## src/rtl/segment_scan_controller_if.sv

```systemverilog
// Handshake/bus bundle for segment_scan_controller.
//   master: drives en, load, bcd_in; observes the display outputs.
//   slave : the scan controller itself.
// Signals:
//   en         scan enable
//   load       one-cycle strobe capturing bcd_in into the shadow buffer
//   bcd_in     DIGITS packed BCD digits, digit 0 in bits [3:0]
//   num_out    BCD value for the shared decoder
//   blank_out  1 = decoder output must be ignored/off
//   dig_sel    one-hot active-high digit enable
//   frame_done one-cycle pulse at each frame wrap
interface segment_scan_controller_if #(
   parameter int DIGITS = 4
) ();
   logic                  en;
   logic                  load;
   logic [4*DIGITS-1:0]   bcd_in;
   logic [3:0]            num_out;
   logic                  blank_out;
   logic [DIGITS-1:0]     dig_sel;
   logic                  frame_done;

   modport master (
      output en, load, bcd_in,
      input  num_out, blank_out, dig_sel, frame_done
   );

   modport slave (
      input  en, load, bcd_in,
      output num_out, blank_out, dig_sel, frame_done
   );
endinterface

```

## src/rtl/segment_scan_controller.sv

```systemverilog
// Time-multiplexed 7-segment scan controller.
// Scans DIGITS BCD digits through one shared decoder, one digit per slot of
// DIV cycles, with a one-cycle blanking gap before every digit. New digit
// values land in a shadow buffer and are copied to the active buffer only in
// IDLE or at a frame wrap, so a frame is never torn.
// Ports:
//   clk  system clock, rising edge
//   rst  asynchronous active-low reset
//   bus  segment_scan_controller_if.slave (en, load, bcd_in in;
//        num_out, blank_out, dig_sel, frame_done out, all registered)
// Optional feature: define LEADING_ZERO_BLANK_EN to suppress leading zero
// digits (digit 0 always shown).
module segment_scan_controller #(
   parameter int DIGITS = 4,
   parameter int DIV    = 1000
) (
   input logic                      clk,
   input logic                      rst,
   segment_scan_controller_if.slave bus
);
   localparam int            IW       = $clog2(DIGITS);
   localparam int            CW       = $clog2(DIV);
   localparam logic [IW-1:0] LAST_IDX = IW'(DIGITS - 1);
   localparam logic [CW-1:0] LAST_CNT = CW'(DIV - 1);

   typedef enum logic [1:0] {IDLE, BLANK, DRIVE} state_t;

   state_t                 state;
   logic [DIGITS-1:0][3:0] shadow;
   logic [DIGITS-1:0][3:0] active;
   logic                   pending;
   logic [IW-1:0]          idx;
   logic [CW-1:0]          cnt;
   logic [3:0]             num_r;
   logic                   blank_r;
   logic [DIGITS-1:0]      sel_r;
   logic                   fd_r;

   logic wrap;
   logic xfer;
   logic supp;

   // Last DRIVE cycle of the last digit with scanning still enabled; an en
   // drop on this edge abandons the frame instead of completing it.
   assign wrap = (state == DRIVE) && (cnt == LAST_CNT) && (idx == LAST_IDX) && bus.en;
   assign xfer = pending && ((state == IDLE) || wrap);

`ifdef LEADING_ZERO_BLANK_EN
   // zero_up[i]: active digits i..DIGITS-1 are all zero.
   logic [DIGITS-1:0] zero_up;
   always_comb begin
      logic acc;
      zero_up = '0;
      acc     = 1'b1;
      for (int i = DIGITS - 1; i >= 0; i--) begin
         acc        = acc && (active[i] == 4'd0);
         zero_up[i] = acc;
      end
   end
   assign supp = (idx != '0) && zero_up[idx];
`else
   assign supp = 1'b0;
`endif

   always_ff @(posedge clk or negedge rst) begin
      if (!rst) begin
         state   <= IDLE;
         shadow  <= '0;
         active  <= '0;
         pending <= 1'b0;
         idx     <= '0;
         cnt     <= '0;
         num_r   <= 4'd0;
         blank_r <= 1'b1;
         sel_r   <= '0;
         fd_r    <= 1'b0;
      end else begin
         fd_r <= 1'b0;

         // A load on the transfer edge moves the old shadow and keeps
         // pending set for the new value (second assignment wins).
         if (xfer) begin
            active  <= shadow;
            pending <= 1'b0;
         end
         if (bus.load) begin
            shadow  <= bus.bcd_in;
            pending <= 1'b1;
         end

         if (!bus.en) begin
            state   <= IDLE;
            idx     <= '0;
            cnt     <= '0;
            sel_r   <= '0;
            blank_r <= 1'b1;
         end else begin
            case (state)
               IDLE: begin
                  state <= BLANK;
               end
               BLANK: begin
                  // active only changes on the wrap edge, so it is settled here
                  state   <= DRIVE;
                  cnt     <= '0;
                  num_r   <= active[idx];
                  sel_r   <= supp ? '0 : (DIGITS'(1) << idx);
                  blank_r <= supp;
               end
               DRIVE: begin
                  if (cnt == LAST_CNT) begin
                     state   <= BLANK;
                     cnt     <= '0;
                     sel_r   <= '0;
                     blank_r <= 1'b1;
                     if (idx == LAST_IDX) begin
                        idx  <= '0;
                        fd_r <= 1'b1;
                     end else begin
                        idx <= idx + 1'b1;
                     end
                  end else begin
                     cnt <= cnt + 1'b1;
                  end
               end
               default: state <= IDLE;
            endcase
         end
      end
   end

   assign bus.num_out    = num_r;
   assign bus.blank_out  = blank_r;
   assign bus.dig_sel    = sel_r;
   assign bus.frame_done = fd_r;
endmodule

```

## src/flat_wrapper.sv

```systemverilog
// flat-port wrapper written by rule: the top's interface ports become plain ports
module segment_scan_controller_flat 
#(
   parameter int DIGITS = 4,
   parameter int DIV    = 1000
)
  (clk, rst, bus_en, bus_load, bus_bcd_in, bus_num_out, bus_blank_out, bus_dig_sel, bus_frame_done);
  segment_scan_controller_if #(.DIGITS(DIGITS)) bus_i ();
  input logic clk;
  input logic rst;
  input wire logic [$bits(bus_i.en)-1:0] bus_en;
  input wire logic [$bits(bus_i.load)-1:0] bus_load;
  input wire logic [$bits(bus_i.bcd_in)-1:0] bus_bcd_in;
  output wire logic [$bits(bus_i.num_out)-1:0] bus_num_out;
  output wire logic [$bits(bus_i.blank_out)-1:0] bus_blank_out;
  output wire logic [$bits(bus_i.dig_sel)-1:0] bus_dig_sel;
  output wire logic [$bits(bus_i.frame_done)-1:0] bus_frame_done;
  assign bus_i.en = bus_en;
  assign bus_i.load = bus_load;
  assign bus_i.bcd_in = bus_bcd_in;
  assign bus_num_out = bus_i.num_out;
  assign bus_blank_out = bus_i.blank_out;
  assign bus_dig_sel = bus_i.dig_sel;
  assign bus_frame_done = bus_i.frame_done;
  segment_scan_controller #(.DIGITS(DIGITS), .DIV(DIV)) u_core (.clk(clk), .rst(rst), .bus(bus_i));
endmodule
```

## config.mk

```make
export PLATFORM = sky130hd
export DESIGN_NAME = segment_scan_controller_flat
export DESIGN_NICKNAME = d
export VERILOG_FILES = /design/src/rtl/segment_scan_controller_if.sv /design/src/rtl/segment_scan_controller.sv /design/src/flat_wrapper.sv
export SDC_FILE = /design/constraint.sdc
export NUM_CORES = 1
export LEC_CHECK = 0
export CAP_MARGIN = 20
export CORE_MARGIN = 3
export CORE_UTILIZATION = 59
export DETAILED_ROUTE_END_ITERATION = 10
export GPL_TIMING_DRIVEN = 1
export PLACE_DENSITY_LB_ADDON = 0.1
export SLEW_MARGIN = 20
export SYNTH_ARGS = -nofsm -noshare
export SYNTH_HDL_FRONTEND = slang
export SYNTH_SLANG_ARGS = --single-unit
```

## constraint.sdc

```tcl
create_clock -name clk -period 5.4 [get_ports clk]
set_input_delay 1.62 -clock clk [delete_from_list [all_inputs] [get_ports clk]]
set_output_delay 1.62 -clock clk [all_outputs]
set_load 0.02 [all_outputs]
```

==> results.tsv <==
metric	value	unit
worst hold slack across all endpoints	506	ps
post-synth top area share	54.1	%
H-tree Lvls	3	
number of DRC markers after the initial detailed-route iteration	113	
clock-pin slew reported for the worst setup and hold paths after clock tree synthesis	60	ps
share of power burned in combinational logic	18.8	%
Post-synth EDFFs	0	
CP Launch Type	input pin	
GRT Max-Usage Layer	met2	
maximum number of pins on one net before global-route repair	58	
via count of the first global-routing pass	1717	
worst-case vdd ir drop	0.264	mV
number of nets with antenna violations after routing	0	
PD cells	365	mW/mm2
RSZ-0062 raised after global routing	no	
Worst EP arrival	3930	ps
total negative slack	0	ps
Min Clock Period, post-route	3720	ps
die outline area	0.00522	mm2
GRT met1 Usage	25.4	%
met3 routing resource usage after global routing	3.74	%
leakage power summed over all cells	1.38	nW
HPWL after detailed placement	3280	um
Post-DP Area	0.00289	mm2
final standard cell area without fillers	0.00309	mm2
Distinct cells, synth	39	
Worst Hold Class	reg -> reg	
clock buffer count from CTS	9	
Area Growth Syn to Fin	19.2	%
switching part of the total	25.2	%
Final Hold Vio Count	0	
category of the most critical setup path	in -> reg	
post-detailed-route wirelength per cell	16.8	um
most common cell in the netlist	sky130_fd_sc_hd__dfrtp_1	
root buffer selected by CTS	sky130_fd_sc_hd__clkbuf_8	
via count normalized by instance count	5.85	
clock network fraction of design power	33.2	%
gate count of the mapped netlist	196	
maximum fanout along the worst path	16	
layout cells sized above 1	26.5	%
later-pin clock latency in the skew report	330	ps
slew at the pin with the worst max-slew slack	866	ps
end-of-flow core utilization	75.0	%
fraction of synthesis flops using an asynchronous set or reset pin	100	%
portion of total power attributed to sequential cells	47.9	%
final slew viol count	0	
Yosys warnings	0	
number of sinks handled by clock tree synthesis	57	
number of setup buffers added after CTS	0	
data required time at the worst endpoint	5610	ps
number of setup violations in the final report	0	
Congestion Overflow GR	0	
FP Rows	23	
count of input and output buffers	29	
initial antenna violation count	0	
final net count	254	
num ports	30	
synthesized area per cell	13.2	um2
Die Width	72.3	um
Net Switching	0.000284	W
run status	complete, no violations	
total global-route track usage	20.2	%
number of storage elements in the synthesis netlist	57	
sequential fraction of the synthesis area	55.1	%
Crit. End Element	flip-flop	
Peak Freq	0.269	GHz
antenna cells	0	
Internal Dissipation	0.000842	W
first-pass GRT wire length	8020	um
worst-case clock skew	4.78	ps
gpl congestion	0.775	
clock tree from TritonCTS	built	
most frequently used flop master after synthesis	sky130_fd_sc_hd__dfrtp_1	
cell area after synthesis	0.00259	mm2
Synth area leader	sky130_fd_sc_hd__dfrtp_1	
placeable core region	0.00412	mm2
total routed wirelength	4780	um
Remaining DRCs	0	
Max clock buf depth	2	
Max-Cap Viols	0	
cell types with the highest counts after synthesis	sky130_fd_sc_hd__dfrtp_1, sky130_fd_sc_hd__mux2_2, sky130_fd_sc_hd__nor2_1, sky130_fd_sc_hd__o21ai_0, sky130_fd_sc_hd__nand2_1	
final worst-path cycle share	69.0	%
worst relative slew slack	42.3	%
nets in the synthesized netlist	221	
starting density of the core	62.9	%
first-pass iteration count of the detailed router	4	
Hold Buf Count CTS	0	
via count	1662	
Die Ht	72.3	um
global routing met2 resource utilization	33.3	%
cts repair resizes	0	
top cells by area in the synthesized netlist	sky130_fd_sc_hd__dfrtp_1, sky130_fd_sc_hd__mux2_2, sky130_fd_sc_hd__mux2_4, sky130_fd_sc_hd__mux4_2, sky130_fd_sc_hd__o21ai_0	
==> power groups by stage <==
| stage | registers [W] | logic [W] | clock network (W) |
|---|---|---|---|
| detailed placement | 0.000548 | 0.000215 | 0 |
| CTS | 0.000540 | 0.000216 | 0.000381 |
| global placement | 0.000540 | 0.000205 | 0 |
| finish | 0.000539 | 0.000212 | 0.000374 |
| floorplan | 0.000553 | 0.000127 | 0 |
| global route | 0.000547 | 0.000228 | 0.000402 |
==> sequential cells by signal (all words and copies together) (netlist names) <==
register               flops
u_core.shadow             16
u_core.active             16
u_core.state               2
u_core.bus.dig_sel         4
u_core.bus.blank_out       1
u_core.cnt                10
u_core.idx                 2
u_core.pending             1
u_core.bus.num_out         4
u_core.bus.frame_done      1
==> final cells by class <==
cell class | instances | area (um2)
fillers | 250 | 1030
clock buffers | 14 | 183
well taps | 50 | 62.6
inverters | 6 | 22.5
multi-input cells | 125 | 1090
flip-flops and latches | 57 | 1430
repair buffers | 30 | 293
clock inverters | 2 | 10.0
==> path summary, 6_finish.rpt <==
path,start,depth (start not counted),endpoint,slack (ps)
min in group asynchronous,rst,2,u_core.cnt[4],1430
worst min-delay path,u_core.shadow[13],1,u_core.active[13],510
max in group asynchronous,rst,2,u_core.shadow[9],3520
worst max-delay path,bus_en,5,u_core.active[0],1680
worst max register to register,u_core.idx[0],5,u_core.active[0],2930
worst min register to register,u_core.shadow[13],1,u_core.active[13],510
==> through the flow <==
stage	cells	setup slack, ps	total power, W
global route	284	1530	0.00118
finish	284	1680	0.00113
floorplan	196	2630	0.000680
CTS	284	1690	0.00114
detailed placement	268	1350	0.000763
global placement	268	1450	0.000745
==> logic make-up (layout without fill, tap and decap cells) <==
group	count (synthesis)	count (layout)	share of synthesized area, %
xor+xnor	1	1	0.338
simple gates	49	49	10.9
flops	57	57	55.1
buf+inv	14	52	2.99
fa+ha+maj	5	5	2.42
mux	43	43	21.7
compound gates	27	27	6.47
==> critical path: stages <==
cell and delay, ps:
sky130_fd_sc_hd__clkdlybuf4s50_1 710, sky130_fd_sc_hd__nand4b_1 220, sky130_fd_sc_hd__nor4_4 210, sky130_fd_sc_hd__o21a_1 750, sky130_fd_sc_hd__mux2_2 420
==> layer usage <==
| layer | share of wire [%] | vias up |
|---|---|---|
| li1 | - | 765 |
| met3 | 3.4 | 11 |
| met2 | 50 | 41 |
| met1 | 45 | 845 |
| met4 | 2.4 | 0 |
| met5 | 0 | - |
==> cells in the final DEF, fill, tap and decap left out, types with 2 or more instances in the layout <==
master                            synthesis  final
sky130_fd_sc_hd__dfrtp_1                 56     56
sky130_fd_sc_hd__clkdlybuf4s50_1          0     28
sky130_fd_sc_hd__mux2_2                  26     26
sky130_fd_sc_hd__o21ai_0                 13     13
sky130_fd_sc_hd__nor2_1                  13     13
sky130_fd_sc_hd__clkbuf_8                 0     13
sky130_fd_sc_hd__nand2_1                 11     11
sky130_fd_sc_hd__mux2_4                  10     10
sky130_fd_sc_hd__inv_1                    6      6
sky130_fd_sc_hd__ha_1                     5      5
sky130_fd_sc_hd__mux4_2                   4      4
sky130_fd_sc_hd__nand3_1                  4      4
sky130_fd_sc_hd__a21o_1                   4      4
sky130_fd_sc_hd__nand2b_1                 3      3
sky130_fd_sc_hd__and3_1                   3      3
sky130_fd_sc_hd__mux2i_1                  3      3
sky130_fd_sc_hd__nand3b_1                 2      2
sky130_fd_sc_hd__nor3_1                   2      2
sky130_fd_sc_hd__nand4_1                  2      2
sky130_fd_sc_hd__nor4_1                   2      2
sky130_fd_sc_hd__a22o_1                   2      2
sky130_fd_sc_hd__clkinv_2                 0      2
(Power assumes the default switching activity.)
